===== src/rtl/mux_8to1.sv =====
// Registered 8-to-1 word multiplexer: O takes the input picked by S (A..H for S = 0..7).
// Latency: 1 cycle from a change on S or on the selected input to O.
// Backpressure: none. O reloads every cycle, and rst_n low clears it asynchronously.
//
// Ports:
//   clk         rising-edge clock
//   rst_n       asynchronous active-low reset; forces O to zero
//   A..H        WIDTH-bit data words, selected by S = 3'b000 .. 3'b111
//   S           3-bit select code; all eight codes are decoded
//   O           WIDTH-bit registered copy of the selected word
module mux_8to1 #(
    parameter int WIDTH = 4
) (
    input  logic             clk,
    input  logic             rst_n,
    input  logic [WIDTH-1:0] A,
    input  logic [WIDTH-1:0] B,
    input  logic [WIDTH-1:0] C,
    input  logic [WIDTH-1:0] D,
    input  logic [WIDTH-1:0] E,
    input  logic [WIDTH-1:0] F,
    input  logic [WIDTH-1:0] G,
    input  logic [WIDTH-1:0] H,
    input  logic [2:0]       S,
    output logic [WIDTH-1:0] O
);

    logic [WIDTH-1:0] o_d;
    logic [WIDTH-1:0] o_q;

    // Pure steering: a bit-for-bit copy of one input, with no arithmetic or inversion.
    // The zero default is reached only when S is X/Z in simulation.
    always_comb begin
        o_d = '0;
        case (S)
            3'b000:  o_d = A;
            3'b001:  o_d = B;
            3'b010:  o_d = C;
            3'b011:  o_d = D;
            3'b100:  o_d = E;
            3'b101:  o_d = F;
            3'b110:  o_d = G;
            3'b111:  o_d = H;
            default: o_d = '0;
        endcase
    end

    // The output flop keeps O glitch-free for downstream logic. It is the only state.
    always_ff @(posedge clk or negedge rst_n) begin
        if (!rst_n) begin
            o_q <= '0;
        end else begin
            o_q <= o_d;
        end
    end

    assign O = o_q;

endmodule


===== config.mk =====
export PLATFORM = sky130hd
export DESIGN_NAME = mux_8to1
export DESIGN_NICKNAME = d
export VERILOG_FILES = /design/src/rtl/mux_8to1.sv
export SDC_FILE = /design/constraint.sdc
export NUM_CORES = 1
export LEC_CHECK = 0
export CORE_AREA = 2 2 40 42
export CTS_CLUSTER_DIAMETER = 40
export DETAILED_ROUTE_END_ITERATION = 16
export DIE_AREA = 0 0 42 44
export PLACE_DENSITY = 0.91
export REMOVE_ABC_BUFFERS = 1
export SLEW_MARGIN = 20
export SYNTH_ARGS = -nofsm -noshare
export SYNTH_HDL_FRONTEND = slang
export SYNTH_SLANG_ARGS = --single-unit

===== constraint.sdc =====
create_clock -name clk -period 1.01 [get_ports clk]
set_input_delay 0.2525 -clock clk [delete_from_list [all_inputs] [get_ports clk]]
set_output_delay 0.2525 -clock clk [all_outputs]
set_load 0.005 [all_outputs]

==> results of run 1 <==
through the flow:
step / instances / setup TNS, ns / total power, µW / hold WS, ns
2_1_floorplan: 35 / 0 / 265 / -0.0431
3_3_place_gp: 96 / -2.29 / 493 / 0.460
3_5_place_dp: 96 / -2.40 / 498 / 0.470
4_1_cts: 104 / 0 / 710 / 0.225
5_1_grt: 103 / -0.0684 / 761 / 0.213
6_report: 103 / 0 / 712 / 0.220
cell usage in the layout (no fill, tap or decap):
cell type,instances
a211oi_2,4
buf_6,2
clkdlybuf4s15_1,1
nand2b_1,1
nor3b_2,4
o22ai_1,4
clkbuf_4,3
buf_4,6
clkdlybuf4s50_1,19
mux2i_1,11
mux2i_2,1
buf_2,4
buf_16,1
dlymetal6s2s_1,14
or3_4,1
dfrtp_1,4
nand2_1,1
buf_12,1
clkbuf_2,1
o22a_1,4
Yosys cell counts:
| cell type | n |
|---|---|
| a211oi_1 | 4 |
| buf_12 | 1 |
| buf_6 | 2 |
| dfrtp_1 | 4 |
| mux2i_1 | 12 |
| nand2_1 | 1 |
| nand2b_1 | 1 |
| nor3b_1 | 4 |
| o22a_1 | 4 |
| o22ai_1 | 4 |
| or3_4 | 1 |
what timing repair did:
item                                    4_1_cts  5_1_grt
pin swaps                                     5       11
setup buffers                                 4        0
gates cloned                                  1        0
gates resized for setup                      29       23
endpoints found under the setup margin        8        5
cell type report:
type / count / area share [%]
timing repair buffer: 49 / 53.5
sequential: 4 / 10.4
clock buffer: 3 / 2.34
multi-input combinational: 31 / 31.7
tap: 16 / 2.08
critical path, delay by kind of cell:
kind / cells / cell delay (ns)
AO/OA/AOI/OAI: 2 / 0.23
buffers and inverters: 1 / 0.42
AND/OR/NAND/NOR: 1 / 0.22
path summary, 6_finish.rpt:
check                      start   end  slack, ns
worst max-delay path        E[0]  O[0]      0.009
worst min-delay path       rst_n  O[3]       0.22
max in group asynchronous  rst_n  O[1]       0.61
min in group clk            S[2]  O[0]       0.45
per-layer routing:
metal | part of all wire, % | global-route usage (%)
met1 | 33 | 15.7
met2 | 57 | 35.0
met3 | 8.6 | 5.83
met4 | 1.1 | 9.68
met5 | 0 | 0
cells by family after synthesis:
| logic type | count (synthesis) | share of synthesized area (%) |
|---|---|---|
| mux | 12 | 29.7 |
| simple gates | 7 | 12.7 |
| flops | 4 | 24.8 |
| buf+inv | 3 | 10.5 |
| compound gates | 12 | 22.3 |
power groups by stage:
stage	sequential [µW]	combinational, µW	clock [µW]
finish	185	328	199
CTS	185	326	198
global route	186	353	222
global placement	188	305	0
floorplan	189	75.4	0
detailed placement	188	310	0
==> impl_metrics.tcl, run 1 <==
set metrics [dict create \
    cellLeakagePower_uw 0.000520 \
    path_clk_slew_ns 0.04 \
    cts_tree "built" \
    grt_max_degree 9 \
    grt_pass1_wl_mm 2.37 \
    hp-class "in -> async" \
    setup_ws_ns 0.00921 \
    clockRootBuffer "clkbuf_4" \
    critPathKind "in -> reg" \
    cp_slowest_cell "clkdlybuf4s50_1" \
    firstDrtPassIters 4 \
    cts-buffers-inserted 3 \
    num_rows 14 \
    p_comb_share_pct 46.1 \
    max-slew-margin-rel_pct 86.3 \
    arrival_ns 1.12 \
    start_util_pct 28.5 \
    finalCritPeriodShare_pct 99.1 \
    core_region_area_mm2 0.00142 \
    place_ws_ns -0.553 \
    syn2layout_area_growth_pct 138 \
    synth_cell_type_count 11 \
    vias 523 \
    synth_area_leaders "mux2i_1 30%, dfrtp_1 25%, o22a_1 8.7%, a211oi_1 7.4%, nor3b_1 7.4%" \
    dpl_cell_area_um2 832 \
    syn_area_um2 404 \
    p_int_uw 532 \
    gp_congestion 0.699 \
    htree_levels 1 \
    numClockSinks 4 \
    dp_hpwl_mm 1.06 \
    io_pins 41 \
    diodes 0 \
    design.final.nets 126 \
    fin_area_um2 963 \
    clk_path_buf_depth 2 \
    ant_nets 0 \
    cts_hold_buf 0 \
    critPathLaunchType "primary input" \
    rsz0062_at_grt "true" \
    status "finished, final reports clean" \
    powerDensity_mw_per_mm2 739 \
    end_kind "flip-flop" \
    die-area_mm2 0.00185 \
    p_sw_share_pct 25.3 \
    seqCellArea_um2 100 \
    avgSynthCellArea_um2 10.6 \
    worst_slew_pin_slew_ns 0.200 \
    drc 0 \
    drive_above_1_share_pct 32.2 \
    antenna_found_initial 0 \
    yosys_warnings 0 \
    cp_cell_sequence "clkdlybuf4s50_1 -> nor3b_2 -> a211oi_2 -> o22a_1" \
    grt_usage_pct 17.7 \
    pwr-share-seq_pct 25.9 \
    cp_max_fo 1 \
    finalSetupViolCount 0 \
    synth-seq-cells 4 \
    die_x_um 42 \
    power.share.clock_pct 28.0 \
    wl_per_cell_um 15.0 \
    slew_viol_final 0 \
    die_h_um 44 \
    p_switching_uw 180 \
    synth_top_area_share_pct 29.7 \
    post_drt_via_cell_ratio 5.08 \
    fill_cells 117 \
    cpPeakStageDelay_ns 0.42 \
    cap_violations 0 \
    grt_pass1_vias 558 \
    hold_viol 0 \
    largest_register_ffs 4 \
    fin_util_pct 67.9 \
    numPortBuffers 40 \
    cp.required_ns 1.13 \
    ir_worst_vdd_mv 0.546 \
    layout_min_cycle_time_ns 1.00 \
    max_freq_mhz 999 \
    synth-seq-area-share_pct 24.8 \
    drt_wl_total_mm 1.54 \
    grt-ovfl-total 0 \
    yosysTopAreaCell "mux2i_1" \
    multiInputGateArea_um2 305 \
    synthCells 38 \
    drt-initial-drc-count 17 \
]
(Power assumes the default switching activity.)
==> run 2, diff against run 1 <==
--- a/config.mk
+++ b/config.mk
@@ -5,12 +5,14 @@
 export SDC_FILE = /design/constraint.sdc
 export NUM_CORES = 1
 export LEC_CHECK = 0
-export CORE_AREA = 2 2 40 42
+export CORE_AREA = 2 2 44 46
 export CTS_CLUSTER_DIAMETER = 40
 export DETAILED_ROUTE_END_ITERATION = 16
-export DIE_AREA = 0 0 42 44
-export PLACE_DENSITY = 0.91
+export DIE_AREA = 0 0 46 48
+export HOLD_SLACK_MARGIN = 0.15
+export PLACE_DENSITY = 0.81
 export REMOVE_ABC_BUFFERS = 1
+export SETUP_SLACK_MARGIN = 0.2
 export SLEW_MARGIN = 20
 export SYNTH_ARGS = -nofsm -noshare
 export SYNTH_HDL_FRONTEND = slang
==> constraint.sdc (replaced) <==
create_clock -name clk -period 0.9 [get_ports clk]
set_input_delay 0.225 -clock clk [delete_from_list [all_inputs] [get_ports clk]]
set_output_delay 0.225 -clock clk [all_outputs]
set_load 0.005 [all_outputs]
==> impl_metrics.tcl, run 2 (same netlist as run 1, synthesis figures left out) <==
set metrics [dict create \
    violations "negative setup slack" \
    grt_max_degree 9 \
    drive_above_1_share_pct 34.1 \
    max_freq_mhz 1060 \
    drt_wl_total_mm 1.41 \
    powerDensity_mw_per_mm2 815 \
    gp_congestion 0.703 \
    die_x_um 46 \
    dpl_cell_area_um2 828 \
    post_drt_via_cell_ratio 4.83 \
    grt_pass1_wl_mm 2.14 \
    arrival_ns 1.10 \
    cp_max_fo 5 \
    stdcell_count 105 \
    place_ws_ns -0.626 \
    drc 0 \
    final_cell_mix "15 x dlygate4sd2_1, 11 x dlymetal6s2s_1, 10 x mux2i_1, 7 x clkdlybuf4s50_1, 6 x buf_2" \
    fin_area_um2 921 \
    antenna_found_initial 0 \
    hp-class "in -> async" \
    syn2layout_area_growth_pct 128 \
    die_h_um 48 \
    core_region_area_mm2 0.00169 \
    io_pins 41 \
    grt_usage_pct 13.7 \
    htree_levels 1 \
    numClockSinks 4 \
    design.final.nets 127 \
    clk_path_buf_depth 2 \
    cellLeakagePower_uw 0.000509 \
    numPortBuffers 40 \
    ant_nets 0 \
    tns_ns -0.157 \
    vias 507 \
    grt_pass1_vias 536 \
    grt-ovfl-total 0 \
    slew_viol_final 0 \
    firstDrtPassIters 3 \
    layout_min_cycle_time_ns 0.939 \
    final_common_cell "dlygate4sd2_1" \
    finalSetupViolCount 7 \
    dp_hpwl_mm 1.09 \
    clockRootBuffer "clkbuf_4" \
    status "complete, but fails checks" \
    fill_cells 173 \
    rsz0062_at_grt "true" \
    cts_tree "built" \
    critPathLaunchType "primary input" \
    hold_viol 0 \
    max-slew-margin-rel_pct 83.1 \
    cts-buffers-inserted 3 \
    worst_slew_pin_slew_ns 0.252 \
    wl_per_cell_um 13.4 \
    place_inst 98 \
    start_util_pct 23.9 \
    ir_worst_vdd_mv 0.284 \
    num_rows 15 \
    setup_ws_ns -0.0392 \
    drt-initial-drc-count 5 \
    diodes 0 \
    fin_hold_ws_ns 0.199 \
    largest_register_ffs 4 \
    end_kind "flip-flop" \
    finalCritPeriodShare_pct 104 \
    cp.required_ns 1.06 \
    cap_violations 0 \
    critPathKind "in -> reg" \
    die-area_mm2 0.00221 \
    path_clk_slew_ns 0.03 \
]
run 2: cell types whose count changed in the layout (fill, tap and decap cells not counted), moves of 2 or more:
cell and delta:
a211oi_1 +2, dlymetal6s2s_1 -3, nor3b_2 -2, a211oi_2 -2, clkdlybuf4s50_1 -12, nor3b_1 +2, buf_2 +2, buf_6 +2
dlygate4sd2_1 +15
run 2: metrics by stage:
stage               util [%]  total power [µW]
finish                  54.5               751
global route            54.5               803
CTS                     52.2               761
detailed placement      49.0               555
global placement        49.0               548
floorplan                  -               297
run 2: cell type report:
type | count | area [µm²] | share of cell area [%]
Timing Repair Buffer | 50 | 472 | 51.2
Multi-Input combinational cell | 31 | 305 | 33.2
Tap cell | 17 | 21.3 | 2.31
Sequential cell | 4 | 100 | 10.9
Clock buffer | 3 | 22.5 | 2.45
run 2: power breakdown:
| group | internal [µW] | total [µW] | switching [µW] | leakage, µW |
|---|---|---|---|---|
| clock network | 148 | 209 | 60.7 | 0.0000138 |
| logic | 220 | 335 | 116 | 0.000448 |
| registers | 201 | 206 | 4.83 | 0.0000475 |
run 2: routing by layer:
layer  GRT usage [%]  vias up  wire length [µm]
li1                -      254                 -
met1            15.1      228               546
met2            26.9       25               778
met3            2.26        0                83
met4            3.43        0                 0
met5               0        -                 0
run 2: timing repair:
| action | in CTS | in global routing |
|---|---|---|
| gates resized for setup | 52 | 17 |
| setup buffers | 3 | 0 |
| pin swaps | 13 | 10 |
| gates cloned | 1 | 0 |
| hold buffers | 0 | 0 |
| endpoints found under the setup margin | 8 | 8 |
run 2: worst max-delay path by stage:
stage               startpoint    to  slack [ns]  cells after the start
CTS                       S[2]  O[0]       -0.07                      4
global route              S[2]  O[1]       -0.07                      6
global placement          S[2]  O[0]       -0.61                      4
floorplan                 S[0]  O[0]       -0.02                      2
finish                    S[2]  O[0]       -0.04                      6
detailed placement        S[2]  O[0]       -0.63                      4
run 2: critical path, cell delays in order:
cell and delay, ns:
buf_8 0.10, buf_6 0.12, buf_4 0.12, mux2i_1 0.11
a211oi_1 0.25, o22a_1 0.17
==> run 3, diff against run 2 <==
--- a/config.mk
+++ b/config.mk
@@ -5,12 +5,13 @@
 export SDC_FILE = /design/constraint.sdc
 export NUM_CORES = 1
 export LEC_CHECK = 0
-export CORE_AREA = 2 2 44 46
+export CORE_AREA = 2 2 41 43
+export CTS_BUF_LIST = sky130_fd_sc_hd__clkbuf_4
 export CTS_CLUSTER_DIAMETER = 40
 export DETAILED_ROUTE_END_ITERATION = 16
-export DIE_AREA = 0 0 46 48
+export DIE_AREA = 0 0 43 45
 export HOLD_SLACK_MARGIN = 0.15
-export PLACE_DENSITY = 0.81
+export PLACE_DENSITY = 0.87
 export REMOVE_ABC_BUFFERS = 1
 export SETUP_SLACK_MARGIN = 0.2
 export SLEW_MARGIN = 20
==> constraint.sdc (replaced) <==
create_clock -name clk -period 1 [get_ports clk]
set_input_delay 0.25 -clock clk [delete_from_list [all_inputs] [get_ports clk]]
set_output_delay 0.25 -clock clk [all_outputs]
set_load 0.005 [all_outputs]
==> impl_metrics.tcl, run 3 (same netlist as run 1, synthesis figures left out) <==
set metrics [dict create \
    status "complete, but fails checks" \
    violations "negative setup slack" \
    grt_usage_pct 17.1 \
    hold_viol 0 \
    post_drt_via_cell_ratio 5.02 \
    numClockSinks 4 \
    slew_viol_final 0 \
    die-area_mm2 0.00194 \
    num_rows 14 \
    cp.required_ns 1.11 \
    p_sw_share_pct 25.8 \
    diodes 0 \
    drive_above_1_share_pct 35.6 \
    drt_wl_total_mm 1.58 \
    critPathKind "in -> reg" \
    clk_path_buf_depth 2 \
    tns_ns -0.00179 \
    grt_pass1_wl_mm 2.39 \
    worst_slew_pin_slew_ns 0.228 \
    arrival_ns 1.11 \
    layout_min_cycle_time_ns 1.00 \
    setup_ws_ns -0.00179 \
    max_freq_mhz 998 \
    dp_hpwl_mm 1.05 \
    stdcell_count 103 \
    largest_register_ffs 4 \
    critPathLaunchType "primary input" \
    p_comb_share_pct 46.8 \
    final_cell_mix "15 x clkdlybuf4s50_1, 11 x mux2i_1, 9 x dlymetal6s2s_1, 9 x dlygate4sd2_1, 5 x buf_2" \
    final_common_cell "clkdlybuf4s50_1" \
    max-slew-margin-rel_pct 84.4 \
    drc 0 \
    fill_cells 121 \
    ant_nets 0 \
    die_h_um 45 \
    p_switching_uw 187 \
    place_inst 96 \
    fin_total_pwr_uw 726 \
    cts_tree "built" \
    start_util_pct 27.5 \
    grt_pass1_vias 528 \
    cap_violations 0 \
    syn2layout_area_growth_pct 141 \
    finalSetupViolCount 1 \
    crit_start "S[2]" \
    firstDrtPassIters 4 \
    cts_hold_buf 0 \
    grt-ovfl-total 0 \
    place_ws_ns -0.597 \
    die_x_um 43 \
    grt_max_degree 10 \
    hp-class "in -> async" \
    endpoint "O[3]" \
    finalCritPeriodShare_pct 100 \
    powerDensity_mw_per_mm2 744 \
    numPortBuffers 40 \
    ir_worst_vdd_mv 0.346 \
    pwr-share-seq_pct 25.6 \
    gp_congestion 0.707 \
    power.share.clock_pct 27.6 \
    path_clk_slew_ns 0.04 \
    cp_max_fo 6 \
    antenna_found_initial 0 \
    design.final.nets 126 \
    clockRootBuffer "clkbuf_4" \
    rsz0062_at_grt "true" \
    htree_levels 1 \
    p_int_uw 539 \
    wl_per_cell_um 15.3 \
    end_kind "flip-flop" \
    cts-buffers-inserted 3 \
    drt-initial-drc-count 3 \
    vias 517 \
    io_pins 41 \
    cellLeakagePower_uw 0.000504 \
    core_region_area_mm2 0.00147 \
]
-- run 3: per-stage QoR --
stage	hold slack (ns)	utilization, %	instance area, µm²
2_1_floorplan	-0.0456	-	362
3_3_place_gp	0.460	56.5	832
3_5_place_dp	0.473	56.5	832
4_1_cts	0.222	64.0	942
5_1_grt	0.233	66.3	976
6_report	0.220	66.3	976
-- run 3: critical path: stages --
cell and delay [ns]:
buf_8 0.11, buf_16 0.12, or3_4 0.40, o22a_1 0.23
-- run 3: repair_timing --
| item | in CTS | in global routing |
|---|---|---|
| endpoints found under the setup margin | 8 | 8 |
| gates resized for setup | 50 | 15 |
| setup buffers | 3 | 0 |
| pin swaps | 13 | 10 |
| cloned | 1 | 0 |
-- run 3: worst min path at each step --
stage               slack, ns  endpoint
finish                   0.22      O[0]
global route             0.23      O[0]
CTS                      0.22      O[2]
detailed placement       0.47      O[0]
global placement         0.46      O[2]
floorplan               -0.05      O[0]
-- run 3: power groups by stage --
| stage | Combinational (µW) | Clock, µW | Sequential, µW |
|---|---|---|---|
| final | 340 | 200 | 186 |
| after global routing | 363 | 224 | 188 |
| after CTS | 334 | 204 | 186 |
| after detailed placement | 312 | 0 | 189 |
| after global placement | 307 | 0 | 187 |
| after floorplan | 76.2 | 0 | 191 |
-- run 3: layout make-up --
class	count	area (µm²)	area share [%]
well taps	16	20.0	2.05
clock buffers	3	22.5	2.31
flip-flops and latches	4	100	10.3
repair buffers	49	507	51.9
multi-input cells	31	327	33.5
-- run 3: metal layers --
| metal | vias to the layer above | global-route usage [%] | part of all wire (%) |
|---|---|---|---|
| met5 | - | 0 | 0 |
| met2 | 25 | 32.7 | 56 |
| met4 | 0 | 5.45 | 0.32 |
| li1 | 254 | - | - |
| met1 | 236 | 18.1 | 35 |
| met3 | 2 | 4.80 | 8.0 |
